===== src/rtl/link_sync_ctrl.sv =====
// Byte-level lane synchronization controller: hunts for COM idles, walks SEARCH/ALIGN/ACTIVE,
// forwards received data only while ACTIVE and sequences the transmit side.
module link_sync_ctrl #(
  parameter logic [7:0]  COM        = 8'hBC,
  parameter int unsigned SYNC_COUNT = 4,
  parameter int unsigned LOSS_COUNT = 3
) (
  input  logic       clk_4f,
  input  logic       reset,
  input  logic [7:0] rx_byte,
  input  logic       rx_byte_valid,
  input  logic [7:0] tx_data,
  input  logic       tx_valid,
  output logic       active,
  output logic [7:0] tx_byte,
  output logic       tx_byte_valid,
  output logic [7:0] rx_data,
  output logic       rx_valid,
  output logic [1:0] sync_state,
  output logic [7:0] err_count
);

  localparam int unsigned SYNC_W  = (SYNC_COUNT > 1) ? $clog2(SYNC_COUNT + 1) : 1;
  localparam int unsigned LOSS_W  = (LOSS_COUNT > 1) ? $clog2(LOSS_COUNT + 1) : 1;
  localparam logic [7:0]  ERR_MAX = 8'hFF;

  typedef enum logic [1:0] {
    ST_SEARCH = 2'd0,
    ST_ALIGN  = 2'd1,
    ST_ACTIVE = 2'd2
  } state_e;

  state_e            state_q, state_d;
  logic [SYNC_W-1:0] sync_cnt_q, sync_cnt_d;
  logic [LOSS_W-1:0] loss_cnt_q, loss_cnt_d;
  logic [7:0]        err_count_q, err_count_d;
  logic [7:0]        rx_data_q, rx_data_d;
  logic              rx_valid_q, rx_valid_d;
  logic [7:0]        tx_byte_q, tx_byte_d;
  logic              tx_byte_valid_q, tx_byte_valid_d;
  logic              active_q, active_d;
  logic [1:0]        sync_state_q, sync_state_d;

  // Per-cycle symbol classification
  logic              sym_com_c, sym_data_c, sym_err_c;
  logic [SYNC_W-1:0] sync_inc_c;
  logic [LOSS_W-1:0] loss_inc_c;

  assign sym_data_c = rx_byte_valid;
  assign sym_com_c  = !rx_byte_valid && (rx_byte == COM);
  assign sym_err_c  = !rx_byte_valid && (rx_byte != COM);
  assign sync_inc_c = sync_cnt_q + SYNC_W'(1);
  assign loss_inc_c = loss_cnt_q + LOSS_W'(1);

  // State register and registered outputs
  always_ff @(posedge clk_4f or negedge reset) begin
    if (!reset) begin
      state_q         <= ST_SEARCH;
      sync_cnt_q      <= '0;
      loss_cnt_q      <= '0;
      err_count_q     <= '0;
      rx_data_q       <= '0;
      rx_valid_q      <= 1'b0;
      tx_byte_q       <= COM;
      tx_byte_valid_q <= 1'b0;
      active_q        <= 1'b0;
      sync_state_q    <= 2'd0;
    end else begin
      state_q         <= state_d;
      sync_cnt_q      <= sync_cnt_d;
      loss_cnt_q      <= loss_cnt_d;
      err_count_q     <= err_count_d;
      rx_data_q       <= rx_data_d;
      rx_valid_q      <= rx_valid_d;
      tx_byte_q       <= tx_byte_d;
      tx_byte_valid_q <= tx_byte_valid_d;
      active_q        <= active_d;
      sync_state_q    <= sync_state_d;
    end
  end

  // Next-state and output logic; every decision uses the state before the edge
  always_comb begin
    state_d         = state_q;
    sync_cnt_d      = sync_cnt_q;
    loss_cnt_d      = loss_cnt_q;
    err_count_d     = err_count_q;
    rx_data_d       = rx_data_q;
    rx_valid_d      = 1'b0;
    tx_byte_d       = COM;
    tx_byte_valid_d = 1'b0;

    case (state_q)
      ST_SEARCH: begin
        if (sym_com_c) begin
          if (SYNC_COUNT == 1) begin
            state_d    = ST_ACTIVE;
            sync_cnt_d = '0;
          end else begin
            state_d    = ST_ALIGN;
            sync_cnt_d = SYNC_W'(1);
          end
        end
      end

      ST_ALIGN: begin
        if (sym_com_c) begin
          if (sync_inc_c == SYNC_W'(SYNC_COUNT)) begin
            state_d    = ST_ACTIVE;
            sync_cnt_d = '0;
          end else begin
            sync_cnt_d = sync_inc_c;
          end
        end else begin
          state_d    = ST_SEARCH;
          sync_cnt_d = '0;
        end
      end

      ST_ACTIVE: begin
        if (tx_valid) begin
          tx_byte_d       = tx_data;
          tx_byte_valid_d = 1'b1;
        end
        if (sym_data_c) begin
          rx_data_d  = rx_byte;
          rx_valid_d = 1'b1;
          loss_cnt_d = '0;
        end else if (sym_com_c) begin
          loss_cnt_d = '0;
        end else if (sym_err_c) begin
          if (err_count_q != ERR_MAX) begin
            err_count_d = err_count_q + 8'd1;
          end
          // The ERR that reaches the loss threshold still counts and drops the lane
          if (loss_inc_c == LOSS_W'(LOSS_COUNT)) begin
            state_d    = ST_SEARCH;
            loss_cnt_d = '0;
          end else begin
            loss_cnt_d = loss_inc_c;
          end
        end
      end

      default: begin
        state_d    = ST_SEARCH;
        sync_cnt_d = '0;
        loss_cnt_d = '0;
      end
    endcase

    active_d     = (state_d == ST_ACTIVE);
    sync_state_d = state_d;
  end

  assign active        = active_q;
  assign tx_byte       = tx_byte_q;
  assign tx_byte_valid = tx_byte_valid_q;
  assign rx_data       = rx_data_q;
  assign rx_valid      = rx_valid_q;
  assign sync_state    = sync_state_q;
  assign err_count     = err_count_q;

endmodule


===== config.mk =====
export PLATFORM = sky130hd
export DESIGN_NAME = link_sync_ctrl
export DESIGN_NICKNAME = d
export VERILOG_FILES = /design/src/rtl/link_sync_ctrl.sv
export SDC_FILE = /design/constraint.sdc
export NUM_CORES = 1
export LEC_CHECK = 0
export ABC_CLOCK_PERIOD_IN_PS = 1800
export BUFFER_PORTS_ARGS = -buffer_cell sky130_fd_sc_hd__buf_2
export CORE_ASPECT_RATIO = 1.5
export CORE_UTILIZATION = 49
export CTS_CLUSTER_SIZE = 10
export DETAILED_ROUTE_END_ITERATION = 8
export PLACE_DENSITY = 0.75
export REMOVE_ABC_BUFFERS = 1
export SLEW_MARGIN = 15
export SYNTH_ARGS = -nofsm -noshare
export SYNTH_HDL_FRONTEND = slang
export SYNTH_SLANG_ARGS = --single-unit

===== constraint.sdc =====
create_clock -name clk_4f -period 1.8 [get_ports clk_4f]
set_clock_uncertainty 0.2 [all_clocks]
set_input_delay 0 -clock clk_4f [delete_from_list [all_inputs] [get_ports clk_4f]]
set_output_delay 0 -clock clk_4f [all_outputs]
set_load 0.005 [all_outputs]

==> results.yml, run 1 <==
outcome:
  run_status: "finished, violations left"
  violations: "design-rule violations"
setup_path:
  worstPathMaxFanout: 6
  cp.arrival_ns: 1.68
  crit_path_start: "err_count[0]$_DFFE_PN0P_"
  crit_type: "register to register"
  reg2reg_depth: 5
  cp_common_cell: "nor2_2"
  r2r-start: "err_count[0]$_DFFE_PN0P_"
  crit_required_ns: 1.76
  rrSetupSlack_ns: 0.08
  r2r-end: "err_count[1]$_DFFE_PN0P_"
  crit_end: "err_count[1]$_DFFE_PN0P_"
  path_cells: "ha_1 > nand3_1 > nor2_2 > nor2_2 > mux2_1"
  worst_setup_path_end_kind: "register"
  slowest_stage: "dfrtp_1"
  crit_path_max_incr_delay_ns: 0.40
  worstSetupStartpointType: "register"
timing:
  hold_viol_final: 0
  finalCritPeriodShare: 0.9548
  setup-violations-final: 0
  finalMaxSlewViolations: 0
  relSlewSlack: 0.5049
  rsz0062_at_grt: "no"
  max_freq_ghz: 0.5819
  worstMarginPinSlew_ns: 0.7426
  period_needed_ns: 1.719
clocking:
  clk_latency_ns: 0.28
  clk_pin_slew_ns: 0.06
  numCtsBuffers: 5
  cts_buffer_depth: 2
  clkSinkCount: 34
  cts_htree_levels: 2
  root_buffer: "clkbuf_8"
  cts_tree: "yes"
cells_and_area:
  fillCellCount: 212
  nets: 212
  area_growth_pct: 40.14
  multi_input_area_um2: 575.6
  register_area_um2: 857.1
  drive_gt1_frac: 0.4789
  final_cell_mix: "buf_2, dfrtp_1, dlygate4sd3_1"
  stdcell_count: 229
  diodes: 0
  mostFrequentLayoutCell: "buf_2"
  final_util: 0.7153
place:
  dp_hpwl_mm: 2.143
  dpl.cell_count: 199
  place.gp.congestion: 0.7440
  io_buffers: 48
floorplanning:
  die_w_um: 46.74
  die_area_mm2: 0.003230
  coreArea_mm2: 0.002883
  rows: 24
  initial_utilization: 0.5104
  die_h_um: 69.12
  io_pins: 49
global_route:
  grt_max_degree: 35
  grt_pass1_vias: 1200
  grt-ovfl-total: 0
  grtUsageTotal: 0.2244
  grt_pass1_wl_mm: 5.202
  antenna_found_initial: 0
routing:
  drtIter0Drc: 20
  dr.pass1.iters: 6
  num_vias: 1164
  ant_nets: 0
  wl_per_cell_um: 14.37
  routed_wl_mm: 3.290
  post-route-drc-count: 1
  viasPerCell: 5.083
yosys:
  synth-seq-cells: 34
  syn_inst: 111
  syn_area_mm2: 0.001471
  yosys.cell_types.count: 33
  synth_seq_area_share: 0.5825
  ys.warnings.count: 0
  avgSynthCellArea_um2: 13.26
power:
  leakage_nw: 1.087
  ir_worst_vdd_mv: 0.6439
  p_per_area_mw_per_mm2: 688.0
flow_run:
  maxCapViolCount: 0
worst_hold_path:
  hp-class: "primary input to async pin"
[area by class of cell]
| cell class | instances | share of cell area |
|---|---|---|
| Multi-Input combinational cell | 69 | 0.2791 |
| Inverter | 6 | 0.01092 |
| Clock buffer | 6 | 0.03519 |
| Sequential cell | 34 | 0.4157 |
| Timing Repair Buffer | 73 | 0.2306 |
| Tap cell | 39 | 0.02367 |
| Clock inverter | 2 | 0.004854 |
[Yosys cell counts, drive strengths merged]
| library cell | instances | area (um^2) |
|---|---|---|
| a22oi | 1 | 12.51 |
| and3 | 3 | 18.77 |
| buf | 2 | 18.77 |
| dfrtp | 29 | 725.7 |
| dfstp | 5 | 131.4 |
| ha | 3 | 37.54 |
| inv | 6 | 22.52 |
| mux2 | 10 | 112.6 |
| nand2 | 10 | 40.04 |
| nand2b | 2 | 12.51 |
| nand3 | 4 | 20.02 |
| nand3b | 1 | 7.510 |
| nand4 | 1 | 6.260 |
| nand4b | 1 | 23.77 |
| nand4bb | 1 | 27.53 |
| nor2 | 3 | 16.26 |
| nor2b | 2 | 12.51 |
| nor3 | 2 | 10.01 |
| nor4 | 2 | 25.02 |
| nor4b | 1 | 15.01 |
| o211ai | 1 | 21.27 |
| o21ai | 3 | 15.01 |
| o22ai | 3 | 18.77 |
| o31ai | 2 | 15.01 |
| o32a | 1 | 10.01 |
| or2 | 5 | 31.28 |
| or4 | 1 | 11.26 |
| xor2 | 6 | 52.55 |
[repair_timing]
item | CTS | global route
resized for setup | 0 | 1
hold buffers | 19 | 0
setup endpoints to repair | 0 | 2
buffers inserted | 0 | 3
endpoints found under the hold margin | 56 | 0
[logic make-up (layout without fill, tap and decap cells)]
| group | Yosys count | in the layout | share of synthesized area |
|---|---|---|---|
| compound gates | 11 | 11 | 0.06292 |
| xor+xnor | 6 | 6 | 0.03571 |
| fa+ha+maj | 3 | 3 | 0.02551 |
| buf+inv | 8 | 87 | 0.02806 |
| flops | 34 | 34 | 0.5825 |
| mux | 10 | 10 | 0.07653 |
| simple gates | 39 | 39 | 0.1888 |
[power breakdown]
group,switching (mW),internal [mW]
registers,0.00892,0.776
clock network,0.256,0.268
logic,0.0487,0.0610
[registers in the layout (all words and copies together), names as in the netlist]
name / cells
err_count: 8
rx_data: 8
tx_byte: 8
sync_cnt_q: 3
loss_cnt_q: 2
sync_state: 2
active: 1
rx_valid: 1
tx_byte_valid: 1
[critical path: cells and delay by family (launching register included)]
kind	cells	cell delay, ns
adders and majority gates	1	0.22
and+or+nand+nor	3	0.46
muxes	1	0.31
DFF	1	0.40
[how the worst min path moves through the flow]
| stage | to | slack (ns) | depth (start not counted) |
|---|---|---|---|
| 3_3_place_gp | sync_cnt_q[2]$_DFFE_PN0P_ | -0.11 | 1 |
| 3_5_place_dp | err_count[1]$_DFFE_PN0P_ | -0.10 | 1 |
| 4_1_cts | sync_state[0]$_DFF_PN0_ | 0.13 | 2 |
| 2_1_floorplan | active$_DFF_PN0_ | -0.50 | 0 |
| 6_report | err_count[7]$_DFFE_PN0P_ | 0.12 | 2 |
| 5_1_grt | err_count[1]$_DFFE_PN0P_ | 0.22 | 2 |
[stage by stage]
stage          setup WS [ns]  TNS [ns]  hold slack [ns]  power, mW  instance area, um^2
3_5_place_dp         0.06577         0          -0.1037     0.8738                 1764
2_1_floorplan        -0.1141   -0.1684          -0.4956     0.8215                 1453
5_1_grt             0.003169         0           0.2169      1.480                 2062
6_report             0.08142         0           0.1238      1.419                 2062
4_1_cts              0.05018         0           0.1330      1.430                 2037
3_3_place_gp          0.1533         0          -0.1055     0.8698                 1764
[layer usage]
layer / share of wire / track usage / wire (um) / vias up
met5: 0 / 0 / 0 / -
met4: 0.024 / 0.1016 / 80 / 0
met3: 0.040 / 0.05236 / 133 / 9
met2: 0.56 / 0.3812 / 1839 / 42
met1: 0.38 / 0.2496 / 1237 / 574
li1: - / - / - / 539
Power figures use the tool's default switching activity.
==> run 2, diff against run 1 <==
- ABC_AREA: not set -> 1
- CORE_UTILIZATION: 49 -> 53
- CTS_BUF_LIST: not set -> sky130_fd_sc_hd__clkbuf_8
- PLACE_DENSITY: 0.75 -> 0.79
==> results.yml, run 2 <==
outcome:
  run_status: "finished clean"
routing:
  routed_wl_mm: 3.949
  drtIter0Drc: 41
  dr.pass1.iters: 4
  viasPerCell: 4.761
  num_vias: 1476
  wl_per_cell_um: 12.74
  post-route-drc-count: 0
  ant_nets: 0
yosys:
  syn_area_mm2: 0.001639
  synth_area_leaders: "dfrtp_1, nand2_1, dfstp_2, inv_1, nand3_1"
  avgSynthCellArea_um2: 8.449
  syn_inst: 194
  ys.warnings.count: 0
  yosysMostFrequentCell: "nand2_1"
  synth_edf_count: 0
  synth-seq-cells: 34
  async_flop_share: 1.000
  synth-main-ff-cell: "dfrtp_1"
  synth_top_cell_by_area: "dfrtp_1"
  yosys.cell_types.count: 19
  synth_common_cells: "nand2_1, dfrtp_1, inv_1"
  synth_top_cell_area_share: 0.4427
  synth_seq_area_share: 0.5229
global_route:
  grt_pass1_wl_mm: 6.479
  grt-ovfl-total: 0
  grt_max_degree: 35
  antenna_found_initial: 0
  grt_pass1_vias: 1566
  grtUsageTotal: 0.2833
clocking:
  cts_tree: "yes"
  numCtsBuffers: 5
  cts_buffer_depth: 2
  clk_pin_slew_ns: 0.07
  cts_htree_levels: 2
  clkSinkCount: 34
  cts_setup_buffers: 0
  root_buffer: "clkbuf_8"
  cts_resized: 0
  clk_latency_ns: 0.29
  ctsHoldBuffers: 22
power:
  leakage_nw: 1.250
  p_switching_mw: 0.3824
  p_per_area_mw_per_mm2: 698.3
  p_int_mw: 1.176
  clockPowerShare: 0.376
  seqPwrFrac: 0.516
  ir_worst_vdd_mv: 0.6600
  p_comb_frac: 0.108
  p_sw_frac: 0.2454
floorplanning:
  initial_utilization: 0.5627
  io_pins: 49
  die_w_um: 47.41
  die_area_mm2: 0.003324
  rows: 24
  coreArea_mm2: 0.002913
  die_h_um: 70.11
cells_and_area:
  drive_gt1_frac: 0.2878
  mostFrequentLayoutCell: "nand2_1"
  final_cell_mix: "nand2_1, buf_2, dfrtp_1"
  nets: 293
  area_growth_pct: 36.18
  stdcell_count: 310
  diodes: 0
timing:
  period_needed_ns: 1.667
  finalMaxSlewViolations: 0
  hold_viol_final: 0
  hold_slack_ns: 0.1063
  setup-violations-final: 0
  timing.setup.tns_ns: 0
  rsz0062_at_grt: "no"
  relSlewSlack: 0.5102
  setup_ws_ns: 0.1334
  worstMarginPinSlew_ns: 0.7348
  finalCritPeriodShare: 0.9259
  max_freq_ghz: 0.6000
place:
  place.gp.congestion: 0.8220
  dp_hpwl_mm: 2.364
  post-place-ws_ns: 0.1749
  io_buffers: 48
  dpl.cell_count: 280
setup_path:
  crit_required_ns: 1.76
  reg2reg_depth: 8
  worstSetupStartpointType: "register"
  crit_path_start: "err_count[1]$_DFFE_PN0P_"
  r2r-start: "err_count[1]$_DFFE_PN0P_"
  worst_setup_path_end_kind: "register"
  cp.arrival_ns: 1.63
  crit_type: "register to register"
  worstPathMaxFanout: 9
  r2r-end: "err_count[5]$_DFFE_PN0P_"
  rrSetupSlack_ns: 0.13
  crit_end: "err_count[5]$_DFFE_PN0P_"
flow_run:
  maxCapViolCount: 0
worst_hold_path:
  hp-class: "primary input to async pin"
## run 2: cell count changes after synthesis, sizes merged, moves of 8 or more
cell    before  now
nand2       10   72
mux2        10    0
nor2         3   19
nand3        4   15
inv          6   27
o21bai       0    8
## run 2: power by group through the flow
stage | combinational (mW) | clock [mW] | sequential [mW]
after floorplan | 0.0588 | 0 | 0.817
after global placement | 0.126 | 0 | 0.817
after detailed placement | 0.126 | 0 | 0.817
after CTS | 0.164 | 0.602 | 0.803
after global routing | 0.189 | 0.633 | 0.806
final | 0.168 | 0.586 | 0.804
## run 2: per-stage QoR
step                  util  instance area (um^2)  power, mW
CTS                 0.7663                  2232      1.569
detailed placement  0.6581                  1917     0.9435
finish              0.7663                  2232      1.559
global placement    0.6581                  1917     0.9428
global route        0.7663                  2232      1.628
floorplan                -                  1628     0.8756
## run 2: how the worst min path moves through the flow
stage,from,end,slack (ns)
floorplan,reset,active$_DFF_PN0_,-0.50
global placement,reset,tx_byte_valid$_DFF_PN0_,-0.09
detailed placement,reset,tx_byte_valid$_DFF_PN0_,-0.1
CTS,reset,tx_byte_valid$_DFF_PN0_,0.13
global route,reset,rx_data[5]$_DFFE_PN0P_,0.20
finish,reset,tx_byte[1]$_DFF_PN0_,0.11
## run 2: kinds of logic (layout without fill, tap and decap cells)
| group | Yosys count | count (layout) | synth area share |
|---|---|---|---|
| compound gates | 12 | 12 | 0.05573 |
| xor+xnor | 3 | 3 | 0.01603 |
| fa+ha+maj | 3 | 3 | 0.02290 |
| buf+inv | 28 | 105 | 0.07023 |
| flops | 34 | 34 | 0.5229 |
| simple gates | 114 | 114 | 0.3122 |
## run 2: critical path, cell delays in order (launching register included)
cell and delay, ns:
dfrtp_1 0.40, ha_1 0.24, inv_1 0.05, nor2_1 0.16
nand2_1 0.09, nand2_2 0.18, nor2_4 0.10, nand2_1 0.07
nand2_1 0.06
## run 2: layout make-up
type	count	area, um^2
Inverter	27	103.9
Timing Repair Buffer	70	460.4
Fill cell	209	680.7
Clock inverter	2	12.51
Tap cell	39	48.80
Clock buffer	6	82.58
Multi-Input combinational cell	132	666.9
Sequential cell	34	857.1
## run 2: per-layer routing
metal	track usage	part of all wire	up-vias
met5	0	0	-
met4	0.1937	0.044	0
met3	0.08269	0.035	16
met2	0.4703	0.54	41
met1	0.2783	0.38	669
li1	-	-	750
